<file path="src/rtl/dual_port_reader_pkg.sv">
// Shared definitions for the dual_port RAM burst reader: FSM encoding and
// output buffer depth.
package dual_port_reader_pkg;

  typedef enum logic [1:0] {
    ST_IDLE = 2'd0,
    ST_RUN  = 2'd1,
    ST_DONE = 2'd2
  } state_t;

  localparam int unsigned BUF_DEPTH = 2;

endpackage

</file>
<file path="src/rtl/reader_skid_buf.sv">
// Two-entry FIFO holding RAM words (plus last flag) in front of the output
// stream; head is always presented on rd_data.
module reader_skid_buf
  import dual_port_reader_pkg::*;
#(
  parameter int unsigned W = 9
)(
  input  logic         clk,
  input  logic         rst,
  input  logic         wr_en,
  input  logic [W-1:0] wr_data,
  input  logic         rd_en,
  output logic [W-1:0] rd_data,
  output logic [1:0]   count
);

  logic [W-1:0] mem [BUF_DEPTH];
  logic         wr_ptr;
  logic         rd_ptr;

  // One-bit pointers toggle because the buffer is exactly two deep.
  always_ff @(posedge clk or posedge rst) begin
    if (rst) begin
      mem    <= '{default: '0};
      wr_ptr <= 1'b0;
      rd_ptr <= 1'b0;
      count  <= '0;
    end else begin
      if (wr_en) begin
        mem[wr_ptr] <= wr_data;
        wr_ptr      <= ~wr_ptr;
      end
      if (rd_en) begin
        rd_ptr <= ~rd_ptr;
      end
      case ({wr_en, rd_en})
        2'b10:   count <= count + 2'd1;
        2'b01:   count <= count - 2'd1;
        default: count <= count;
      endcase
    end
  end

  assign rd_data = mem[rd_ptr];

endmodule

</file>
<file path="src/rtl/dual_port_reader.sv">
// Burst read engine for the dual_port RAM read port: streams a clamped number
// of words from a wrapping base address over a valid/ready interface.
module dual_port_reader
  import dual_port_reader_pkg::*;
#(
  parameter int unsigned ADDR_W = 6,
  parameter int unsigned DATA_W = 8
)(
  input  logic              clk,
  input  logic              rst,
  input  logic              start,
  input  logic [ADDR_W-1:0] base_addr,
  input  logic [ADDR_W:0]   length,
  output logic              busy,
  output logic              done,
  output logic [ADDR_W-1:0] r_addr,
  input  logic [DATA_W-1:0] r_data,
  output logic [DATA_W-1:0] m_data,
  output logic              m_valid,
  input  logic              m_ready,
  output logic              m_last
);

  localparam logic [ADDR_W:0] MAX_LEN = {1'b1, {ADDR_W{1'b0}}};
  localparam logic [ADDR_W:0] ONE_LEN = {{ADDR_W{1'b0}}, 1'b1};

  state_t            state;
  state_t            state_nx;
  logic [ADDR_W-1:0] addr;
  logic [ADDR_W:0]   rem_issue;
  logic [ADDR_W:0]   rem_accept;
  logic [ADDR_W:0]   len_clamped;
  logic              pending;
  logic              issue;
  logic              pop;
  logic              head_last;
  logic [1:0]        count;
  logic [2:0]        occ;

  assign len_clamped = (length > MAX_LEN) ? MAX_LEN : length;
  assign pop         = m_valid & m_ready;
  // Occupancy after this cycle's pop, counting the read still in the RAM.
  assign occ         = {1'b0, count} + {2'b00, pending} - {2'b00, pop};
  assign issue       = (state == ST_RUN) && (rem_issue != '0) && (occ < 3'(BUF_DEPTH));

  always_ff @(posedge clk or posedge rst) begin
    if (rst) begin
      state <= ST_IDLE;
    end else begin
      state <= state_nx;
    end
  end

  always_comb begin
    state_nx = state;
    busy     = 1'b0;
    done     = 1'b0;
    case (state)
      ST_IDLE: begin
        if (start && (length != '0)) begin
          state_nx = ST_RUN;
        end
      end
      ST_RUN: begin
        busy = 1'b1;
        if (pop && head_last) begin
          state_nx = ST_DONE;
        end
      end
      ST_DONE: begin
        done     = 1'b1;
        state_nx = ST_IDLE;
      end
      default: state_nx = ST_IDLE;
    endcase
  end

  always_ff @(posedge clk or posedge rst) begin
    if (rst) begin
      addr       <= '0;
      rem_issue  <= '0;
      rem_accept <= '0;
      pending    <= 1'b0;
    end else begin
      pending <= issue;
      if ((state == ST_IDLE) && (state_nx == ST_RUN)) begin
        addr       <= base_addr;
        rem_issue  <= len_clamped;
        rem_accept <= len_clamped;
      end else begin
        if (issue) begin
          addr      <= addr + ADDR_W'(1);
          rem_issue <= rem_issue - ONE_LEN;
        end
        if (pending) begin
          rem_accept <= rem_accept - ONE_LEN;
        end
      end
    end
  end

  assign r_addr  = addr;
  assign m_valid = (count != 2'd0);

  reader_skid_buf #(
    .W (DATA_W + 1)
  ) u_buf (
    .clk     (clk),
    .rst     (rst),
    .wr_en   (pending),
    .wr_data ({(rem_accept == ONE_LEN), r_data}),
    .rd_en   (pop),
    .rd_data ({head_last, m_data}),
    .count   (count)
  );

  assign m_last = head_last;

endmodule

</file>
<file path="config.mk">
export PLATFORM = sky130hd
export DESIGN_NAME = dual_port_reader
export DESIGN_NICKNAME = d
export VERILOG_FILES = /design/src/rtl/dual_port_reader_pkg.sv /design/src/rtl/reader_skid_buf.sv /design/src/rtl/dual_port_reader.sv
export SDC_FILE = /design/constraint.sdc
export NUM_CORES = 1
export LEC_CHECK = 0
export BUFFER_PORTS_ARGS = -buffer_cell sky130_fd_sc_hd__buf_2
export CORE_ASPECT_RATIO = 0.5
export CORE_MARGIN = 5
export CORE_UTILIZATION = 55
export CTS_CLUSTER_SIZE = 16
export DETAILED_ROUTE_END_ITERATION = 16
export GPL_TIMING_DRIVEN = 0
export PLACE_DENSITY_LB_ADDON = 0.1
export SYNTH_ARGS = -nofsm -noshare
export SYNTH_HDL_FRONTEND = slang
export SYNTH_SLANG_ARGS = --single-unit
export TNS_END_PERCENT = 50
</file>
<file path="constraint.sdc">
create_clock -name clk -period 3.3 [get_ports clk]
set_input_delay 0.165 -clock clk [delete_from_list [all_inputs] [get_ports clk]]
set_output_delay 0.165 -clock clk [all_outputs]
set_load 0.05 [all_outputs]
</file>
==> run_results.csv, run 1 <==
group,metric,value,unit
status,status,"completed",
timing,hold_slack,0.0659,ns
timing,setup_violations,0,
timing,rsz0062_at_grt,"no",
synth,async_reset_ff_share,100,%
clock_tree,cts_tree,"done",
cells_and_area,drive_gt1_share,32.7,%
setup_path,cp_top_family,"buffers and inverters",
cells_and_area,area_growth,16.8,%
global_routing,grt_overflow,0,
timing,slew_violations,0,
setup_path,crit_required,3.49,ns
hold_path,hp-class,"in -> reg",
cells_and_area,finalNonFillerCells,317,
drt,top_layer,"met4",
synth,synthesis.nets,242,
drt,wl_met3,332,µm
setup_path,crit_path_cell_trace,"clkbuf_1 -> clkbuf_1 -> nand2b_1 -> fa_1 -> xnor2_1 -> o211ai_4 -> inv_4 -> buf_2 -> nor2_1 -> a221o_1",
clock_tree,htreeDepth,2,
clock_tree,cts_setup_buffers,0,
clock_tree,clock_latency,0.31,ns
cells_and_area,seq_area,1130,µm²
setup_path,cp_data_arrival_time,3.14,ns
timing,tightest_slew,0.856,ns
setup_path,crit_path_frequent_cell,"clkbuf_1",
pwr,power_frac_clock,11.2,%
pwr,swShare,48.3,%
pwr,combPwrFrac,55.7,%
synth,yosysMostFrequentCell,"dfrtp_1",
global_routing,antenna_found_initial,0,
pwr,p_total,3.16,mW
floorplanning,core_area,4020,µm²
clock_tree,clockBufferDepth,2,
pwr,netSwitchingPower,1.52,mW
synth,synth_area,2370,µm²
drt,num_vias,1879,
timing,fin_tns_setup,0,ns
pwr,seqPwrFrac,33.0,%
setup_path,crit_fanout,10,
cells_and_area,finish.utilization,68.8,%
synth,synth-seq-area-share,47.5,%
synth,syn_inst,211,
synth,syn_avg_cell_area,11.2,µm²
timing,fin_worst_skew,0.00795,ns
hold_path,whs_path_depth,2,
drt,drtPass1Iterations,4,
global_routing,grt_pass1_wl,9220,µm
floorplanning,die_w,103,µm
cells_and_area,layout.nets,293,
pwr,p_leak,1.26,nW
job,drv_cap,0,
placed_design,place_congestion,0.786,
drt,routed_wl,5430,µm
pwr,max-vdd-ir-drop,0.636,mV
global_routing,grt_max_degree,27,
drt,wl_met1,2420,µm
clock_tree,cts_buffers,5,
floorplanning,io_pins,43,
drt,ant_nets,0,
synth,yosysTopAreaCell,"dfrtp_1",
timing,maxSlewHeadroom,42.1,%
synth,synthTopCellsByArea,"dfrtp_1 48%, mux2_2 12%, o22a_1 6.3%, ha_1 2.6%, a31oi_1 2.1%",
cells_and_area,diodes,0,
synth,yosysTopAreaCellShare,47.5,%
synth,yosysWarnings,0,
setup_path,start_kind,"flop",
placed_design,hpwl,3930,µm
timing,final.min_clock_period,2.95,ns
synth,synth-edff-count,0,
floorplanning,die_h,56.4,µm
clock_tree,root_buffer,"clkbuf_8",
global_routing,grt_util_all_layers,20.1,%
cells_and_area,fillers,315,
synth,ys_ff_latch,45,
clock_tree,cts.sinks,45,
synth,synth-main-ff-cell,"dfrtp_1",
floorplanning,rows,16,
synth,synth_common_cells,"45 x dfrtp_1, 25 x mux2_2, 17 x o22a_1",
setup_path,setup.worst_path.class,"reg -> reg",
timing,hold_viol,0,
pwr,p_int,1.63,mW
setup_path,critPathCaptureType,"flop",
setup_path,critPathSlowestCell,"clkbuf_1",
drt,dr_wl_met2,2660,µm
floorplanning,dieArea,5800,µm²
drt,detail_route.vias_per_cell,5.93,
drt,routedWlPerCell,17.1,µm
synth,yosysUniqueCellTypes,46,
cells_and_area,multiInputGateArea,1170,µm²
drt,drc_errors,0,
setup_path,critPathBufInv,4,
drt,first_iter_violations,92,
setup_path,ff2ff_path_depth,10,
setup_path,path_depth,10,
placed_design,place_inst,308,
setup_path,critPathMaxStageDelay,0.43,ns
timing,fmax,339,MHz
pwr,powerDensity,1140,nW/µm²
floorplanning,start_util,58.9,%
global_routing,grt_pass1_vias,1918,
clock_tree,clk_pin_slew,0.09,ns
timing,finalCritPeriodShare,89.3,%
placed_design,port-buffer-count,42,
[worst reg2reg max path, delay by kind of cell (launching register included)]
kind,cells,cell delay (ns)
simple gates,2,0.23
compound gates,2,0.50
buf+inv,4,1.10
flops,1,0.33
fa+ha+maj,1,0.39
xor+xnor,1,0.28
[metrics by stage]
step           instance area, µm²  setup WS [ns]
2_1_floorplan                2370          0.749
3_3_place_gp                 2650          0.404
3_5_place_dp                 2670          0.366
4_1_cts                      2770          0.349
5_1_grt                      2770         0.0833
6_report                     2770          0.353
[what timing repair did]
item                      in CTS  in global routing
hold buffers                   1                  0
gates resized for setup        0                  0
hold endpoints to repair      19                  0
[metal layers]
layer | track usage, % | vias up
met4 | 3.87 | 0
met5 | 0 | -
met1 | 27.0 | 928
li1 | - | 892
met2 | 33.5 | 57
met3 | 4.45 | 2
[cell families after synthesis]
group / count (synthesis) / synth area share, %
adder cells (fa/ha/maj): 6 / 3.48
AO/OA/AOI/OAI: 57 / 18.5
XOR/XNOR: 5 / 1.85
flip-flops: 45 / 47.5
AND/OR/NAND/NOR: 53 / 12.8
multiplexers: 27 / 12.8
buffers and inverters: 18 / 3.12
[final timing paths]
check                           slack [ns]     startpoint            end
min in group asynchronous             0.42            rst  rem_accept[3]
worst min-delay path                  0.07   base_addr[2]      r_addr[2]
worst max register to register        0.35        pending      r_addr[0]
worst min register to register        0.51  u_buf.mem[12]  u_buf.mem[12]
max in group asynchronous             2.39            rst  u_buf.mem[13]
worst max-delay path                  0.35        pending      r_addr[0]
[state kept, by name, indices dropped and copies added, names as in the netlist]
| name | count |
|---|---|
| u_buf.wr_ptr | 1 |
| u_buf.count | 2 |
| state | 2 |
| u_buf.rd_ptr | 1 |
| rem_issue | 7 |
| r_addr | 6 |
| rem_accept | 7 |
| u_buf.mem | 18 |
| pending | 1 |
[cell usage in the layout (no fill, tap or decap), drive strengths merged, types with 2 or more instances in the layout]
| master | n |
|---|---|
| buf | 46 |
| dfrtp | 45 |
| mux2 | 26 |
| o22a | 17 |
| inv | 11 |
| nand2 | 10 |
| clkbuf | 9 |
| nor2 | 8 |
| o21ai | 8 |
| a31oi | 8 |
| a21oi | 8 |
| nor3 | 6 |
| ha | 5 |
| nor3b | 4 |
| xnor2 | 4 |
| and2 | 4 |
| a21o | 3 |
| nand3 | 3 |
| nor4 | 3 |
| a41oi | 3 |
| clkinv | 3 |
| or2 | 2 |
| a221o | 2 |
| nand3b | 2 |
| nor2b | 2 |
[area by class of cell]
cell class              instances  share of cell area (%)
inverters                      11                    1.58
flip-flops and latches         45                    40.7
clock buffers                   5                    2.49
well taps                      54                    2.44
repair buffers                 44                    8.68
clock inverters                 3                   0.813
plain buffers                   7                    1.08
multi-input cells             148                    42.3
[power by group through the flow]
stage	clock network (mW)	logic, mW	registers [mW]
global route	0.377	1.91	1.08
detailed placement	0	1.76	1.05
floorplan	0	1.29	1.12
finish	0.354	1.76	1.04
CTS	0.356	1.77	1.04
global placement	0	1.71	1.02
Note: power is estimated with default switching activity, not from simulation.
==> run 2: changes to the inputs <==
CORE_ASPECT_RATIO = 1.2   (was 0.5)
CTS_CLUSTER_SIZE = not set   (was 16)
PLACE_DENSITY = 0.84   (was not set)
PLACE_DENSITY_LB_ADDON = not set   (was 0.1)
==> run_results.csv, run 2 (same netlist as run 1, synthesis figures left out) <==
group,metric,value,unit
global_routing,grt_pass1_wl,9110,µm
floorplanning,die_w,69.9,µm
timing,slew_violations,0,
placed_design,place_congestion,0.788,
pwr,netSwitchingPower,1.50,mW
clock_tree,cts_tree,"done",
global_routing,antenna_found_initial,0,
clock_tree,cts_resized,0,
placed_design,hpwl,3690,µm
placed_design,port-buffer-count,42,
timing,tightest_slew,0.973,ns
clock_tree,clockBufferDepth,2,
pwr,powerDensity,1130,nW/µm²
pwr,p_total,3.14,mW
global_routing,grt_util_all_layers,19.9,%
cells_and_area,finish.utilization,65.5,%
cells_and_area,drive_gt1_share,32.7,%
job,drv_cap,0,
clock_tree,htreeDepth,2,
floorplanning,core_area,4230,µm²
pwr,combPwrFrac,55.9,%
drt,routedWlPerCell,16.2,µm
clock_tree,hold_buffers,1,
status,status,"completed",
floorplanning,io_pins,43,
drt,drtPass1Iterations,4,
cells_and_area,regMostFlops,"u_buf.mem",
floorplanning,dieArea,5730,µm²
setup_path,cp_data_arrival_time,3.22,ns
global_routing,grt_max_degree,38,
clock_tree,clock_latency,0.31,ns
floorplanning,start_util,56.0,%
pwr,p_leak,1.26,nW
pwr,swShare,47.9,%
drt,num_vias,1879,
drt,detail_route.vias_per_cell,5.89,
setup_path,critPathCaptureType,"flop",
timing,final.min_clock_period,3.02,ns
timing,fmax,331,MHz
floorplanning,rows,26,
floorplanning,die_h,81.9,µm
setup_path,crit_fanout,10,
cells_and_area,mostFrequentLayoutCells,"45 x buf_2, 45 x dfrtp_1, 25 x mux2_2",
setup_path,crit_required,3.50,ns
setup_path,setup.worst_path.class,"reg -> reg",
clock_tree,cts_buffers,5,
drt,drc_errors,0,
clock_tree,cts.sinks,45,
global_routing,grt_overflow,0,
pwr,seqPwrFrac,33.0,%
hold_path,hp-class,"in -> reg",
cells_and_area,layout.nets,293,
drt,routed_wl,5150,µm
cells_and_area,area_growth,16.9,%
timing,fin_tns_setup,0,ns
clock_tree,root_buffer,"clkbuf_8",
drt,ant_nets,0,
global_routing,grt_pass1_vias,1858,
pwr,power_frac_clock,11.1,%
clock_tree,clk_pin_slew,0.09,ns
drt,first_iter_violations,115,
pwr,p_int,1.63,mW
timing,maxSlewHeadroom,34.3,%
timing,rsz0062_at_grt,"no",
cells_and_area,diodes,0,
timing,hold_viol,0,
pwr,max-vdd-ir-drop,0.524,mV
timing,fin_worst_skew,0.00682,ns
timing,setup_violations,0,
timing,finalCritPeriodShare,91.6,%
setup_path,start_kind,"flop",
cells_and_area,largest_reg_flops,18,
cells_and_area,largestRegisters,"u_buf.mem: 18 flops, rem_accept: 7 flops, rem_issue: 7 flops",
clock_tree,cts_setup_buffers,0,
-- run 2: power groups by stage --
| stage | Sequential (mW) | Clock, mW | Combinational, mW |
|---|---|---|---|
| 6_report | 1.04 | 0.348 | 1.75 |
| 5_1_grt | 1.08 | 0.375 | 1.92 |
| 4_1_cts | 1.03 | 0.356 | 1.77 |
| 3_5_place_dp | 1.04 | 0 | 1.76 |
| 3_3_place_gp | 1.02 | 0 | 1.72 |
| 2_1_floorplan | 1.12 | 0 | 1.29 |
-- run 2: stage by stage --
| step | hold slack [ns] | setup slack, ns | area, µm² | std cells |
|---|---|---|---|---|
| 6_report | 0.0650 | 0.276 | 2770 | 319 |
| 5_1_grt | 0.0723 | 0.0724 | 2770 | 319 |
| 4_1_cts | 0.0629 | 0.277 | 2770 | 319 |
| 3_5_place_dp | 0.0932 | 0.309 | 2670 | 310 |
| 3_3_place_gp | 0.382 | 0.358 | 2650 | 309 |
| 2_1_floorplan | 0.289 | 0.749 | 2370 | 211 |
-- run 2: worst max-delay path: stages (launching register included) --
cell      delay [ns]
dfrtp_1         0.33
clkbuf_1        0.28
clkbuf_1        0.45
nand2b_1        0.15
fa_1            0.41
xnor2_1         0.30
o211ai_4        0.21
inv_4           0.14
buf_2           0.24
nor2_1          0.10
a221o_1         0.29
-- run 2: area by class of cell --
cell class              count  area (µm²)
plain buffers               7        30.0
clock buffers               5        68.8
clock inverters             3        21.3
fillers                   349        1460
inverters                  11        43.8
multi-input cells         148        1170
flip-flops and latches     45        1130
well taps                  56        70.1
repair buffers             44         240
-- run 2: path summary, 6_finish.rpt --
check / start / to / slack, ns / depth (start not counted)
max: pending / r_addr[0] / 0.28 / 10
min: base_addr[2] / r_addr[2] / 0.06 / 2
max reg2reg: pending / r_addr[0] / 0.28 / 10
min reg2reg: u_buf.mem[8] / u_buf.mem[8] / 0.50 / 2
max in group asynchronous: rst / u_buf.rd_ptr / 2.54 / 4
min in group asynchronous: rst / u_buf.mem[11] / 0.31 / 3
-- run 2: per-layer routing --
layer,share of wire (%),GRT usage (%),routed length (µm),up-vias
li1,-,-,-,891
met1,41,25.8,2130,909
met2,50,33.0,2560,69
met3,7.3,4.53,378,10
met4,1.6,7.28,81,0
met5,0,0,0,-
==> run 3: changes to the inputs <==
CORE_MARGIN = 10   (was 5)
==> run_results.csv, run 3 (same netlist as run 1, synthesis figures left out) <==
group,metric,value,unit
timing,tightest_slew,0.882,ns
placed_design,place_congestion,0.840,
drt,drtPass1Iterations,4,
drt,detail_route.vias_per_cell,5.86,
setup_path,start_kind,"flop",
clock_tree,cts_setup_buffers,0,
clock_tree,root_buffer,"clkbuf_8",
floorplanning,core_area,4230,µm²
clock_tree,htreeDepth,2,
clock_tree,clk_pin_slew,0.08,ns
setup_path,cp_data_arrival_time,3.16,ns
placed_design,hpwl,3930,µm
clock_tree,cts_buffers,5,
global_routing,grt_max_degree,24,
placed_design,placed_area,2680,µm²
cells_and_area,regMostFlops,"u_buf.mem",
global_routing,antenna_found_initial,0,
pwr,p_leak,1.29,nW
setup_path,r2r-start,"pending",
timing,hold_slack,0.0694,ns
global_routing,grt_pass1_wl,9140,µm
timing,hold_viol,0,
setup_path,critPathCaptureType,"flop",
floorplanning,dieArea,7350,µm²
placed_design,port-buffer-count,42,
setup_path,crit_fanout,10,
global_routing,grt_overflow,0,
hold_path,hold_start,"base_addr[2]",
clock_tree,cts_tree,"done",
setup_path,crit_required,3.49,ns
hold_path,worstHoldEndpoint,"r_addr[2]",
setup_path,r2r-end,"r_addr[0]",
timing,rsz0062_at_grt,"no",
setup_path,ff2ff_path_depth,10,
cells_and_area,layout.nets,293,
clock_tree,clock_latency,0.30,ns
pwr,p_total,3.29,mW
job,drv_cap,0,
cells_and_area,finish.utilization,66.7,%
pwr,max-vdd-ir-drop,0.868,mV
drt,routed_wl,5260,µm
cells_and_area,mostFrequentLayoutCells,"45 x buf_2, 45 x dfrtp_1, 25 x mux2_2",
global_routing,grt_util_all_layers,15.1,%
setup_path,setup.worst_path.class,"reg -> reg",
cells_and_area,area_growth,19.1,%
drt,first_iter_violations,106,
drt,drc_errors,0,
clock_tree,hold_buffers,1,
setup_path,r2r_slack,0.33,ns
timing,finalCritPeriodShare,90.1,%
drt,routedWlPerCell,16.5,µm
cells_and_area,diodes,0,
cells_and_area,drive_gt1_share,32.7,%
timing,maxSlewHeadroom,40.3,%
timing,fmax,336,MHz
timing,slew_violations,0,
timing,fin_tns_setup,0,ns
timing,final.min_clock_period,2.97,ns
floorplanning,die_w,79.9,µm
cells_and_area,postLayoutCellArea,2820,µm²
clock_tree,clockBufferDepth,2,
status,status,"completed",
clock_tree,cts.sinks,45,
floorplanning,die_h,91.9,µm
floorplanning,start_util,56.0,%
floorplanning,io_pins,43,
timing,setup_violations,0,
pwr,powerDensity,1170,nW/µm²
floorplanning,rows,26,
cells_and_area,largestRegisters,"u_buf.mem: 18 flops, rem_accept: 7 flops, rem_issue: 7 flops",
drt,ant_nets,0,
timing,fin_worst_skew,0.00966,ns
hold_path,whs_path_depth,2,
cells_and_area,largest_reg_flops,18,
global_routing,grt_pass1_vias,1929,
clock_tree,cts_resized,0,
hold_path,hp-class,"in -> reg",
drt,num_vias,1868,
-- run 3: final cells by class --
class | instances | area (µm²)
Sequential cell | 45 | 1130
Multi-Input combinational cell | 148 | 1170
Clock buffer | 5 | 68.8
Tap cell | 56 | 70.1
Buffer | 7 | 30.0
Inverter | 11 | 43.8
Timing Repair Buffer | 44 | 248
Fill cell | 346 | 1410
Clock inverter | 3 | 65.1
-- run 3: critical path, stage by stage, from the launching register on --
cell      delay, ns
dfrtp_1        0.33
clkbuf_1       0.28
clkbuf_1       0.44
nand2b_1       0.14
fa_1           0.39
xnor2_1        0.30
o211ai_4       0.21
inv_4          0.14
buf_2          0.24
nor2_1         0.10
a221o_1        0.29
-- run 3: per-stage QoR --
step | worst slack [ns] | instances
after global routing | 0.0461 | 319
after CTS | 0.325 | 319
after detailed placement | 0.345 | 310
final | 0.327 | 319
after global placement | 0.372 | 309
after floorplan | 0.749 | 211
-- run 3: worst max-delay path by stage --
stage	start	end	slack, ns
after floorplan	pending	r_addr[4]	0.75
after global placement	pending	r_addr[0]	0.37
after detailed placement	pending	r_addr[4]	0.34
after CTS	pending	r_addr[0]	0.32
after global routing	pending	r_addr[0]	0.05
final	pending	r_addr[0]	0.33
-- run 3: power breakdown --
group / leakage [nW] / switching, mW / internal [mW]
Sequential: 0.541 / 0.214 / 0.822
Combinational: 0.678 / 1.10 / 0.666
Clock: 0.0681 / 0.186 / 0.301
-- run 3: metal layers --
| layer | wire, µm | share of wire (%) | global-route usage, % |
|---|---|---|---|
| met4 | 53 | 1.0 | 3.82 |
| met1 | 2280 | 43 | 18.2 |
| met3 | 301 | 5.7 | 4.79 |
| met5 | 0 | 0 | 0 |
| met2 | 2620 | 50 | 25.3 |
